### src/rtl/mmio_pkg.sv
// mmio_pkg: shared types and lane constants for the MMIO fabric and device controllers
package mmio_pkg;
  typedef enum logic [1:0] {IDLE, ACCESS, RESP} state_t;
  localparam logic [1:0] BE_WORD = 2'b11;
  localparam logic [1:0] BE_LO   = 2'b01;
  localparam logic [1:0] BE_HI   = 2'b10;
  typedef struct packed {
    logic [31:0] addr;
    logic [15:0] wdata;
    logic        write;
    logic        byte_op;
  } req_t;
endpackage

### src/rtl/mmio_lane_fmt.sv
// mmio_lane_fmt: byte-lane replication for writes and lane extraction for reads
module mmio_lane_fmt
  import mmio_pkg::*;
(
  input  logic        byte_op,
  input  logic        a0,
  input  logic [15:0] wdata,
  input  logic [15:0] rword,
  output logic [15:0] wdata_fmt,
  output logic [1:0]  be,
  output logic [15:0] rdata_fmt
);
  always_comb begin
    wdata_fmt = byte_op ? {2{wdata[7:0]}} : wdata;
    be        = !byte_op ? BE_WORD : a0 ? BE_HI : BE_LO;
    rdata_fmt = !byte_op ? rword : {8'h00, a0 ? rword[15:8] : rword[7:0]};
  end
endmodule

### src/rtl/mmio_fabric.sv
// mmio_fabric: routes MMIO requests to NUM_DEV device channels with wait states,
// timeout and error responses
module mmio_fabric
  import mmio_pkg::*;
#(
  parameter int NUM_DEV    = 4,
  parameter int SEL_LSB    = 20,
  parameter int SEL_W      = 6,
  parameter int DEV_ADDR_W = 16,
  parameter int TIMEOUT    = 255
) (
  input  logic                  main_clk,
  input  logic                  main_rst_n,
  input  logic                  req_valid,
  output logic                  req_ready,
  input  logic [31:0]           req_addr,
  input  logic [15:0]           req_wdata,
  input  logic                  req_write,
  input  logic                  req_byte,
  output logic                  resp_valid,
  output logic [15:0]           resp_rdata,
  output logic                  resp_err,
  output logic                  err_sticky,
  input  logic                  err_clr,
  output logic [NUM_DEV-1:0]    dev_sel,
  output logic                  dev_we,
  output logic [DEV_ADDR_W-1:0] dev_addr,
  output logic [15:0]           dev_wdata,
  output logic [1:0]            dev_be,
  input  logic [NUM_DEV*16-1:0] dev_rdata,
  input  logic [NUM_DEV-1:0]    dev_ready
);
  localparam int CW = $clog2(TIMEOUT + 1);
  localparam logic [CW-1:0] CNT_LAST = CW'(TIMEOUT - 1);
  state_t state_q, state_d;
  req_t req_q, req_d;
  logic [SEL_W-1:0] idx_q, idx_d, idx_in;
  logic [CW-1:0] cnt_q, cnt_d;
  logic req_ready_q, req_ready_d, resp_valid_q, resp_valid_d, resp_err_q, resp_err_d;
  logic err_sticky_q, err_sticky_d, dev_we_q, dev_we_d;
  logic [15:0] resp_rdata_q, resp_rdata_d, dev_wdata_q, dev_wdata_d;
  logic [NUM_DEV-1:0] dev_sel_q, dev_sel_d, onehot;
  logic [DEV_ADDR_W-1:0] dev_addr_q, dev_addr_d;
  logic [1:0] dev_be_q, dev_be_d, fmt_be;
  logic [15:0] fmt_wdata, fmt_rdata, rword;
  logic idle, bad, rdy, unused_addr;
  assign idle        = state_q == IDLE;
  assign idx_in      = req_addr[SEL_LSB+SEL_W-1:SEL_LSB];
  assign bad         = !req_addr[31] || 32'(idx_in) >= 32'(NUM_DEV);
  assign unused_addr = ^req_q.addr[31:1];
  always_comb begin
    onehot = '0;
    rword  = '0;
    rdy    = 1'b0;
    for (int i = 0; i < NUM_DEV; i++) begin
      onehot[i] = idx_in == SEL_W'(i);
      rword     = idx_q == SEL_W'(i) ? dev_rdata[16*i +: 16] : rword;
      rdy       = rdy | (idx_q == SEL_W'(i) && dev_ready[i]);
    end
  end
  // Formats the incoming request while idle, the latched one during the access
  mmio_lane_fmt u_fmt (
    .byte_op  (idle ? req_byte : req_q.byte_op),
    .a0       (idle ? req_addr[0] : req_q.addr[0]),
    .wdata    (idle ? req_wdata : req_q.wdata),
    .rword    (rword),
    .wdata_fmt(fmt_wdata),
    .be       (fmt_be),
    .rdata_fmt(fmt_rdata)
  );
  always_comb begin
    state_d      = state_q;
    req_d        = req_q;
    idx_d        = idx_q;
    cnt_d        = cnt_q;
    resp_valid_d = 1'b0;
    resp_err_d   = 1'b0;
    resp_rdata_d = '0;
    dev_sel_d    = dev_sel_q;
    dev_we_d     = dev_we_q;
    dev_addr_d   = dev_addr_q;
    dev_wdata_d  = dev_wdata_q;
    dev_be_d     = dev_be_q;
    if (idle && req_valid) begin
      req_d = '{addr: req_addr, wdata: req_wdata, write: req_write, byte_op: req_byte};
      idx_d = idx_in;
      cnt_d = '0;
      if (bad) begin
        state_d      = RESP;
        resp_valid_d = 1'b1;
        resp_err_d   = 1'b1;
      end else begin
        state_d     = ACCESS;
        dev_sel_d   = onehot;
        dev_we_d    = req_write;
        dev_addr_d  = req_addr[DEV_ADDR_W-1:0];
        dev_wdata_d = fmt_wdata;
        dev_be_d    = fmt_be;
      end
    end else if (state_q == ACCESS) begin
      // A ready arriving on the final wait cycle still completes cleanly
      if (rdy || cnt_q == CNT_LAST) begin
        state_d      = RESP;
        resp_valid_d = 1'b1;
        resp_err_d   = !rdy;
        resp_rdata_d = rdy && !req_q.write ? fmt_rdata : '0;
        dev_sel_d    = '0;
        dev_we_d     = 1'b0;
        dev_addr_d   = '0;
        dev_wdata_d  = '0;
        dev_be_d     = '0;
      end else begin
        cnt_d = cnt_q + 1'b1;
      end
    end else if (state_q == RESP) begin
      state_d = IDLE;
    end
    req_ready_d  = state_d == IDLE;
    err_sticky_d = resp_err_d | (err_sticky_q & !err_clr);
  end
  always_ff @(posedge main_clk) begin
    if (!main_rst_n) begin
      state_q      <= IDLE;
      req_q        <= '0;
      idx_q        <= '0;
      cnt_q        <= '0;
      req_ready_q  <= 1'b1;
      resp_valid_q <= 1'b0;
      resp_err_q   <= 1'b0;
      resp_rdata_q <= '0;
      err_sticky_q <= 1'b0;
      dev_sel_q    <= '0;
      dev_we_q     <= 1'b0;
      dev_addr_q   <= '0;
      dev_wdata_q  <= '0;
      dev_be_q     <= '0;
    end else begin
      state_q      <= state_d;
      req_q        <= req_d;
      idx_q        <= idx_d;
      cnt_q        <= cnt_d;
      req_ready_q  <= req_ready_d;
      resp_valid_q <= resp_valid_d;
      resp_err_q   <= resp_err_d;
      resp_rdata_q <= resp_rdata_d;
      err_sticky_q <= err_sticky_d;
      dev_sel_q    <= dev_sel_d;
      dev_we_q     <= dev_we_d;
      dev_addr_q   <= dev_addr_d;
      dev_wdata_q  <= dev_wdata_d;
      dev_be_q     <= dev_be_d;
    end
  end
  assign req_ready  = req_ready_q;
  assign resp_valid = resp_valid_q;
  assign resp_rdata = resp_rdata_q;
  assign resp_err   = resp_err_q;
  assign err_sticky = err_sticky_q;
  assign dev_sel    = dev_sel_q;
  assign dev_we     = dev_we_q;
  assign dev_addr   = dev_addr_q;
  assign dev_wdata  = dev_wdata_q;
  assign dev_be     = dev_be_q;
endmodule

### config.mk
export PLATFORM = sky130hd
export DESIGN_NAME = mmio_fabric
export DESIGN_NICKNAME = d
export VERILOG_FILES = /design/src/rtl/mmio_pkg.sv /design/src/rtl/mmio_lane_fmt.sv /design/src/rtl/mmio_fabric.sv
export SDC_FILE = /design/constraint.sdc
export NUM_CORES = 1
export LEC_CHECK = 0
export ABC_AREA = 1
export CAP_MARGIN = 0
export CORE_AREA = 2 2 112 114
export DETAILED_ROUTE_END_ITERATION = 10
export DIE_AREA = 0 0 114 116
export MAX_ROUTING_LAYER = met4
export PLACE_DENSITY = 0.74
export SETUP_SLACK_MARGIN = 0.2
export SYNTH_ARGS = -nofsm -noshare
export SYNTH_HDL_FRONTEND = slang
export SYNTH_HIERARCHICAL = 1
export SYNTH_SLANG_ARGS = --single-unit
### constraint.sdc
create_clock -name main_clk -period 1.5 [get_ports main_clk]
set_input_delay 0.3 -clock main_clk [delete_from_list [all_inputs] [get_ports main_clk]]
set_output_delay 0.3 -clock main_clk [all_outputs]
set_load 0.005 [all_outputs]
==> metrics.md, run 1 <==
| Metric | Value |
|---|---|
| Dpl cell area | `0.006782 mm²` |
| Power Internal | `4.687 mW` |
| Core area | `0.01191 mm²` |
| H-tree depth | `3` |
| Full die area | `0.01322 mm²` |
| Cells after Synth | `655` |
| Ys Warns | `6` |
| # diodes | `0` |
| Cell Rows | `40` |
| Worst min-delay path category | `flip-flop to flip-flop` |
| Post-route minimum period | `1.569 ns` |
| Finished Core Util | `61.38%` |
| Crit path max fanout | `16` |
| Area contributors post-synth | `dfxtp_1, nand2_1, nand3_1, a21oi_1, inv_1` |
| Final Setup Violations | `44` |
| Clk_skew | `0.006425 ns` |
| Yosys reg bits | `94` |
| GR Overflow Total | `0` |
| CP Capture Type | `flip-flop` |
| CTS clock-pin slew for the worst setup and hold paths | `0.06 ns` |
| CTS tree | `yes` |
| Switching Share | `24.65%` |
| Final Hold Viols | `0` |
| Initial Util | `38.34%` |
| Die H | `116 µm` |
| Synth cell types | `32` |
| I/O Buffers | `171` |
| Number of global-route vias before repair | `4626` |
| Register area share after synthesis | `41.21%` |
| Net count, final | `969` |
| Slew of the pin with the lowest slew margin | `0.4646 ns` |
| Placer Congestion | `0.8545` |
| Reg power frac | `41.9%` |
| Antenna-violating nets left | `0` |
| Worst IR Drop VDD | `0.0008510 V` |
| DR iter-0 viols | `252` |
| Detailed Route WL | `13.69 mm` |
| CTS Sinks | `94` |
| Tcrit/Tclk final | `104.6%` |
| Longest Clk Path Bufs | `2` |
| Hold_buf cts | `0` |
| Largest area contributor in the netlist | `dfxtp_1` |
| Die X | `114 µm` |
| Worst setup SP type | `flip-flop` |
| Leakage power total | `3.157 nW` |
| Placed Cells | `975` |
| Data arrival, critical path | `1.85 ns` |
| WP data required | `1.78 ns` |
| Mean Syn Cell Area | `6.972 µm²` |
| DR WL/cell | `13.74 µm` |
| Combinational share of power | `18.7%` |
| Violated checks | `setup timing` |
| Non-Filler Instances | `997` |
| DP HPWL | `9.681 mm` |
| Commonest non-fill, non-tap cells in the layout | `nand2_1, clkdlybuf4s50_1, dfxtp_1, inv_1` |
| Syn-to-layout area delta | `60.08%` |
| Initial antenna violation count | `0` |
| Root buf cell | `clkbuf_16` |
| Slew headroom | `69.03%` |
| Top cell type's share of synthesized area | `41.21%` |
| Residual DRC | `0` |
| Commonest non-fill, non-tap cell in the layout | `nand2_1` |
| CTS Buf Count | `9` |
| GRT Util Overall | `21.15%` |
| Status | `finished with violations` |
| Ports | `181` |
| Slew Limit Fails | `0` |
| Synth Cell Area | `0.004567 mm²` |
| Clock network power share | `39.4%` |
| First-pass GRT wire length | `21.83 mm` |
| Via count | `4819` |
| DR pass1 iterations | `4` |
| Share of cells above drive strength 1 | `19.76%` |
| Switching power | `1.533 mW` |
| Clk Latency, worst-skew pair | `0.34 ns` |
| P per Cell Area | `850.8 mW/mm²` |
| DR vias/cell | `4.834` |
| Max Freq | `637.4 MHz` |
| Post-Layout Inst Area | `0.007311 mm²` |
| Total of max-cap violations | `0` |
| Worst hold slack | `0.4485 ns` |
| RSZ-0062 raised after global routing | `yes` |
| Final setup margin | `-0.06879 ns` |
| Fin Setup TNS | `-1.399 ns` |
| Largest net degree at the start of global routing | `42` |
| Syn Nets | `779` |
| Kind of critical path | `flip-flop to flip-flop` |
==> power by group through the flow <==
stage               logic (mW)  clock network (mW)  registers, mW
floorplan                0.576                   0           2.66
global placement          1.09                   0           2.66
detailed placement        1.10                   0           2.66
CTS                       1.12                2.51           2.61
global route              1.29                2.60           2.61
finish                    1.16                2.45           2.61
==> state kept, by name, summed over array words and instances, names as in the netlist, 2 cells and up <==
name,flops
idx_q,6
state_q,2
dev_addr,16
resp_rdata,16
dev_wdata,16
cnt_q,8
dev_sel,4
dev_be,2
req_q,19
==> through the flow <==
stage | worst slack [ns] | total power [mW]
after detailed placement | -0.3295 | 3.757
after CTS | -0.02712 | 6.233
after global routing | -0.1945 | 6.497
after global placement | -0.2670 | 3.752
final | -0.06879 | 6.220
after floorplan | 0.07477 | 3.232
==> cells by family after synthesis <==
family	Yosys count	synth area share (%)
buffers and inverters	119	11.62
XOR/XNOR	6	1.151
flip-flops	94	41.21
AND/OR/NAND/NOR	295	28.71
adder cells (fa/ha/maj)	2	0.5479
AO/OA/AOI/OAI	139	16.77
==> worst paths after layout <==
path | from | endpoint | slack [ns] | cells past startpoint
worst max-delay path | idx_q[2] | resp_rdata[15] | -0.07 | 10
worst max register to register | idx_q[2] | resp_rdata[15] | -0.07 | 10
worst min-delay path | req_q[7] | req_q[7] | 0.45 | 2
worst min register to register | req_q[7] | req_q[7] | 0.45 | 2
==> timing repair <==
action | in CTS | in global routing
buffers inserted | 1 | 2
cloned | 1 | 2
gates resized for setup | 105 | 42
pin swaps | 10 | 8
setup endpoints to repair | 142 | 86
==> metal layers <==
layer | up-vias | global-route usage (%) | routed length, µm
met5 | - | - | 0
met4 | 0 | 6.748 | 280
met3 | 26 | 4.184 | 570
met2 | 103 | 35.79 | 6850
met1 | 2201 | 25.43 | 5992
li1 | 2489 | - | -
==> cell usage after synthesis <==
library cell	instances
clkinv_1	1
xnor2_1	3
buf_6	5
buf_8	1
inv_1	72
o22ai_1	1
nor2_4	3
nor2_2	13
nand2_8	1
o21ai_2	6
nand2_2	4
nand3_1	71
nor2_1	48
buf_1	4
clkbuf_1	21
inv_2	3
a31oi_1	3
a21oi_1	66
buf_2	4
buf_4	8
ha_1	2
nand4_1	1
dfxtp_1	94
nor3_2	1
nor3_1	3
nand3_2	3
o211ai_1	1
nand2_1	146
or2_2	1
o21ai_0	46
a22oi_1	16
xor2_1	3
==> worst max-delay path, cell delays in order, from the launching register on <==
cell     delay, ns
dfxtp_2       0.33
nor2_4        0.21
nand2_2       0.09
nor2_4        0.13
nand2_2       0.07
o21ai_2       0.06
nor2_2        0.09
nor3_2        0.14
nand3_2       0.11
buf_12        0.17
nor2_2        0.09
==> cell type report <==
class / count / area [µm²]
fill: 1084 / 4601
multi-input combinational: 442 / 2370
timing repair buffer: 222 / 2240
sequential: 94 / 1912
inverter: 76 / 287.8
clock buffer: 13 / 250.2
tap: 147 / 183.9
clock inverter: 3 / 67.56
No activity file was read; power rests on OpenSTA's default activity.
==> run 2: changes to the inputs <==
--- a/config.mk
+++ b/config.mk
@@ -8,10 +8,11 @@
 export ABC_AREA = 1
 export CAP_MARGIN = 0
 export CORE_AREA = 2 2 112 114
+export CTS_CLUSTER_DIAMETER = 60
 export DETAILED_ROUTE_END_ITERATION = 10
 export DIE_AREA = 0 0 114 116
 export MAX_ROUTING_LAYER = met4
-export PLACE_DENSITY = 0.74
+export PLACE_DENSITY = 0.72
 export SETUP_SLACK_MARGIN = 0.2
 export SYNTH_ARGS = -nofsm -noshare
 export SYNTH_HDL_FRONTEND = slang
==> constraint.sdc (replaced) <==
create_clock -name main_clk -period 1.87 [get_ports main_clk]
set_input_delay 0.374 -clock main_clk [delete_from_list [all_inputs] [get_ports main_clk]]
set_output_delay 0.374 -clock main_clk [all_outputs]
set_load 0.005 [all_outputs]
==> run 2 against run 1 <==
The run now ends clean. Final area fell by 3.0%. Via count grew 1.4%. Largest power group unchanged. Clock power shrank 25%. Hold slack hardly changed. Total power down 23%. Maximum frequency down 3.8%. Die area unchanged.
==> metrics.md, run 2 (synthesized netlist as in run 1, its figures left out) <==
| Metric | Value |
|---|---|
| Status | `finished, final reports clean` |
| Footprint of the multi-input gates | `0.002282 mm²` |
| Commonest non-fill, non-tap cell in the layout | `clkdlybuf4s50_1` |
| P per Cell Area | `678.9 mW/mm²` |
| DR pass1 iterations | `5` |
| Data arrival, critical path | `1.90 ns` |
| Clk Latency, worst-skew pair | `0.34 ns` |
| Reg power frac | `43.4%` |
| Layout fillers | `1081` |
| Worst min-delay path category | `flip-flop to flip-flop` |
| Total of max-cap violations | `0` |
| # diodes | `0` |
| Slew headroom | `68.97%` |
| Switching Share | `25.57%` |
| H-tree depth | `3` |
| GRT Util Overall | `20.85%` |
| Crit path largest cell delay | `0.44 ns` |
| Slowest cell on crit path | `dfxtp_1` |
| Worst IR Drop VDD | `0.0003599 V` |
| Core area | `0.01191 mm²` |
| Kind of critical path | `flip-flop to flip-flop` |
| Tcrit/Tclk final | `87.24%` |
| Clk_skew | `0.01046 ns` |
| Full die area | `0.01322 mm²` |
| CP Capture Type | `flip-flop` |
| Final Setup Violations | `0` |
| FF/Latch Area | `0.001887 mm²` |
| CTS Buf Count | `9` |
| Clock network power share | `38.0%` |
| Placer Congestion | `0.8340` |
| I/O Buffers | `171` |
| Leakage power total | `2.773 nW` |
| Via count | `4885` |
| Delay-heaviest family, CP | `simple AND/OR/NAND/NOR gates` |
| GR Overflow Total | `0` |
| DR WL/cell | `14.17 µm` |
| Reg with most FFs | `req_q` |
| Slew Limit Fails | `0` |
| WP data required | `2.14 ns` |
| CTS clock-pin slew for the worst setup and hold paths | `0.07 ns` |
| Final Hold Viols | `0` |
| RSZ-0062 raised after global routing | `yes` |
| DP HPWL | `10.32 mm` |
| CTS Sinks | `94` |
| CTS tree | `yes` |
| Share of cells above drive strength 1 | `13.59%` |
| Syn-to-layout area delta | `55.32%` |
| DR vias/cell | `4.954` |
| Crit path max fanout | `8` |
| Worst-path cell chain | `nor2_4 > buf_12 > nand2_8 > inv_2 > nor2_2 > inv_2 > nor3_4 > nand3_4 > clkbuf_16 > nor2_2` |
| Place WS | `-0.1073 ns` |
| Ports | `181` |
| Residual DRC | `0` |
| First-pass GRT wire length | `21.59 mm` |
| Power Internal | `3.584 mW` |
| Final setup margin | `0.2386 ns` |
| Slew of the pin with the lowest slew margin | `0.4655 ns` |
| Net count, final | `958` |
| Post-route minimum period | `1.631 ns` |
| Initial Util | `38.34%` |
| Detailed Route WL | `13.97 mm` |
| Worst setup SP type | `flip-flop` |
| Bufs and invs on worst path | `4` |
| Die H | `116 µm` |
| Die X | `114 µm` |
| Number of global-route vias before repair | `4622` |
| Largest register FFs | `19` |
| Initial antenna violation count | `0` |
| Largest net degree at the start of global routing | `42` |
| Commonest non-fill, non-tap cells in the layout | `clkdlybuf4s50_1, nand2_1, dfxtp_1, inv_1, nand3_1` |
| Max Freq | `613.0 MHz` |
| Root buf cell | `clkbuf_16` |
| Antenna-violating nets left | `0` |
| Cell Rows | `40` |
| DR iter-0 viols | `253` |
| Total Power | `4.816 mW` |
| Longest Clk Path Bufs | `2` |
| Hold_buf cts | `0` |
| Fin Setup TNS | `0 ns` |
| Combinational share of power | `18.6%` |
| Switching power | `1.231 mW` |
-- run 2: worst paths after layout --
check,from,cells after the start,end,slack [ns]
worst min-delay path,req_q[9],2,req_q[9],0.45
worst max-delay path,state_q[1],10,resp_rdata[13],0.24
worst max register to register,state_q[1],10,resp_rdata[13],0.24
worst min register to register,req_q[9],2,req_q[9],0.45
-- run 2: layer usage --
layer | track usage [%] | wire (µm)
met4 | 7.642 | 270
met3 | 4.393 | 985
met1 | 24.82 | 5923
met2 | 34.88 | 6788
met5 | - | 0
-- run 2: what timing repair did --
action,in CTS,in global routing
gates cloned,0,2
pin swaps,1,5
gates resized for setup,3,40
buffers inserted,2,6
endpoints found under the setup margin,18,61
-- run 2: layout make-up --
class                           instances  share of cell area [%]
Multi-Input combinational cell        442                   32.18
Timing Repair Buffer                  211                   30.36
Sequential cell                        94                   26.60
Inverter                               76                   4.022
Clock buffer                           11                   3.422
Tap cell                              147                   2.593
Clock inverter                          5                  0.8291
-- run 2: per-stage QoR --
step / hold slack (ns) / cell area, µm² / utilization [%] / instances
finish: 0.4488 / 7093 / 59.55 / 986
global route: 0.4635 / 7093 / 59.55 / 986
CTS: 0.4462 / 6864 / 57.63 / 978
detailed placement: 0.4364 / 6521 / 54.75 / 960
global placement: 0.4318 / 6521 / 54.75 / 960
floorplan: 0.4246 / 4567 / - / 655
-- run 2: worst register-to-register path, cell delays in order, from the launching register on --
cell and delay [ns]:
dfxtp_1 0.44, nor2_4 0.07, buf_12 0.15, nand2_8 0.09, inv_2 0.05, nor2_2 0.11
inv_2 0.07, nor3_4 0.19, nand3_4 0.13, clkbuf_16 0.20, nor2_2 0.08
-- run 2: power by group through the flow --
stage	registers (mW)	clock network [mW]	logic, mW
detailed placement	2.13	0	0.832
floorplan	2.13	0	0.439
finish	2.09	1.83	0.894
CTS	2.09	1.86	0.848
global placement	2.13	0	0.810
global route	2.09	1.96	0.986
==> run 3: changes to the inputs <==
--- a/config.mk
+++ b/config.mk
@@ -11,8 +11,8 @@
 export CTS_CLUSTER_DIAMETER = 60
 export DETAILED_ROUTE_END_ITERATION = 10
 export DIE_AREA = 0 0 114 116
+export DONT_BUFFER_PORTS = 1
 export MAX_ROUTING_LAYER = met4
-export PLACE_DENSITY = 0.72
 export SETUP_SLACK_MARGIN = 0.2
 export SYNTH_ARGS = -nofsm -noshare
 export SYNTH_HDL_FRONTEND = slang
==> run 3 against run 2 <==
Sequential share of layout area is 7.9 points higher. Worst setup slack worse by 0.020 ns. Critical endpoint is now dev_sel[3]. Largest cell class unchanged. Via count is 13% lower. Count of clock-buffer cells in the layout is 1 higher. Cell count is 18% lower. Hold slack worse by 0.31 ns. Non-clock buffer count is 182 lower. First-iteration DRC count is 15% lower. Largest power group unchanged.
==> metrics.md, run 3 (synthesized netlist as in run 1, its figures left out) <==
| Metric | Value |
|---|---|
| WP data required | `2.11 ns` |
| Clk Latency, worst-skew pair | `0.34 ns` |
| Largest register FFs | `19` |
| DR vias/cell | `5.288` |
| Commonest non-fill, non-tap cells in the layout | `nand2_1, dfxtp_1, inv_1, nand3_1, a21oi_1` |
| Switching power | `1.181 mW` |
| GRT Util Overall | `19.61%` |
| Worst setup SP type | `flip-flop` |
| I/O Buffers | `0` |
| Full die area | `0.01322 mm²` |
| Placed Cells | `776` |
| Reg with most FFs | `req_q` |
| Largest net degree at the start of global routing | `45` |
| DR pass1 iterations | `4` |
| DP HPWL | `8.860 mm` |
| Kind of critical path | `flip-flop to flip-flop` |
| GR Overflow Total | `0` |
| Placer Congestion | `0.8317` |
| Share of cells above drive strength 1 | `20.82%` |
| Most frequent CP cell | `nor2_2` |
| First-pass GRT wire length | `19.86 mm` |
| CTS clock-pin slew for the worst setup and hold paths | `0.07 ns` |
| Net count, final | `778` |
| Worst hold slack | `0.1438 ns` |
| Final Hold Viols | `0` |
| Reg power frac | `44.5%` |
| Status | `finished, final reports clean` |
| Worst-path cell chain | `nor2_4 > nand3_2 > nor2_2 > nor2_2 > nand3_4 > nand2_8 > clkbuf_16 > a21oi_2 > nor2_1` |
| Worst IR Drop VDD | `0.0004772 V` |
| Layout fillers | `1208` |
| H-tree depth | `3` |
| Commonest non-fill, non-tap cell in the layout | `nand2_1` |
| Crit path largest cell delay | `0.33 ns` |
| # diodes | `0` |
| Hold_buf cts | `0` |
| Slew of the pin with the lowest slew margin | `0.4965 ns` |
| Slew headroom | `66.90%` |
| Data arrival, critical path | `1.89 ns` |
| Total of max-cap violations | `0` |
| Initial Util | `38.34%` |
| Worst min-delay path category | `input pin to flip-flop` |
| Die H | `116 µm` |
| Dpl cell area | `0.004674 mm²` |
| Syn-to-layout area delta | `20.11%` |
| Core area | `0.01191 mm²` |
| Root buf cell | `clkbuf_16` |
| Post-Layout Inst Area | `0.005485 mm²` |
| Max Freq | `605.4 MHz` |
| Via count | `4257` |
| Slowest cell on crit path | `dfxtp_2` |
| Combinational share of power | `12.9%` |
| Non-Filler Instances | `805` |
| Detailed Route WL | `13.02 mm` |
| Slew Limit Fails | `0` |
| CTS Buf Count | `9` |
| Power Internal | `3.524 mW` |
| Clock network power share | `42.6%` |
| Post-route minimum period | `1.652 ns` |
| CP Capture Type | `flip-flop` |
| Longest Clk Path Bufs | `2` |
| Total Power | `4.705 mW` |
| P per Cell Area | `857.8 mW/mm²` |
| Residual DRC | `0` |
| Die X | `114 µm` |
| Leakage power total | `2.114 nW` |
| Final Setup Violations | `0` |
| Ports | `181` |
| Number of global-route vias before repair | `4071` |
| Initial antenna violation count | `0` |
| DR WL/cell | `16.18 µm` |
| Antenna-violating nets left | `0` |
| Tcrit/Tclk final | `88.33%` |
| CTS Sinks | `94` |
| Clk_skew | `0.01008 ns` |
| Crit path max fanout | `8` |
| RSZ-0062 raised after global routing | `yes` |
| CTS tree | `yes` |
| Switching Share | `25.11%` |
| DR iter-0 viols | `216` |
| Cell Rows | `40` |
run 3: cell count changes in the layout (fill, tap and decap cells not counted), moves of 3 or more:
| cell | change |
|---|---|
| nand2_1 | -5 |
| a21oi_2 | +12 |
| nor2_4 | -4 |
| a21oi_1 | -12 |
| nand3_1 | -11 |
| buf_4 | -13 |
| nor2_2 | +3 |
| clkdlybuf4s50_1 | -171 |
| nand2_2 | +4 |
| dfxtp_1 | -4 |
| nand3_2 | +10 |
| dfxtp_2 | +3 |
run 3: worst max-delay path: cells and delay by family (launching register included):
family	cells	cell delay, ns
flops	1	0.33
compound gates	1	0.12
simple gates	7	0.89
buf+inv	1	0.21
run 3: per-stage QoR:
stage	setup TNS, ns	worst slack, ns	utilization, %
CTS	0	0.1825	42.67
global route	0	0.1170	46.05
floorplan	0	0.2821	-
finish	0	0.2181	46.05
global placement	-0.9979	-0.1243	39.24
detailed placement	-1.311	-0.1685	39.24
run 3: repair_timing:
item | in CTS | in global routing
gates cloned | 1 | 5
setup endpoints to repair | 64 | 64
setup buffers | 3 | 5
endpoints found under the hold margin | 0 | 0
resized for setup | 12 | 73
pin swaps | 2 | 21
run 3: final timing paths:
path                    from    endpoint  cells past startpoint  slack, ns
setup / recovery    idx_q[3]  dev_sel[3]                      9       0.22
hold / removal    main_rst_n   req_ready                      1       0.14
setup reg to reg    idx_q[3]  dev_sel[3]                      9       0.22
hold reg to reg     req_q[5]    req_q[5]                      2       0.44
run 3: cell type report:
type / instances / area, µm² / area share (%)
multi-input combinational: 444 / 2415 / 44.02
sequential: 94 / 1894 / 34.53
timing repair buffer: 29 / 375.4 / 6.843
inverter: 76 / 292.8 / 5.338
clock buffer: 12 / 256.5 / 4.676
tap: 147 / 183.9 / 3.353
clock inverter: 3 / 67.56 / 1.232
run 3: metal layers:
| layer | up-vias | GRT usage (%) | wire length, µm | share of wire [%] |
|---|---|---|---|---|
| li1 | 2118 | - | - | - |
| met1 | 1968 | 21.43 | 5365 | 41 |
| met4 | 0 | 4.878 | 134 | 1.0 |
| met2 | 158 | 32.66 | 6229 | 48 |
| met5 | - | - | 0 | 0 |
| met3 | 13 | 8.944 | 1292 | 9.9 |
run 3: power groups by stage:
stage,sequential (mW),combinational (mW),clock [mW]
2_1_floorplan,2.13,0.439,0
3_3_place_gp,2.13,0.508,0
3_5_place_dp,2.13,0.520,0
4_1_cts,2.09,0.546,2.05
5_1_grt,2.10,0.688,2.13
6_report,2.09,0.608,2.00
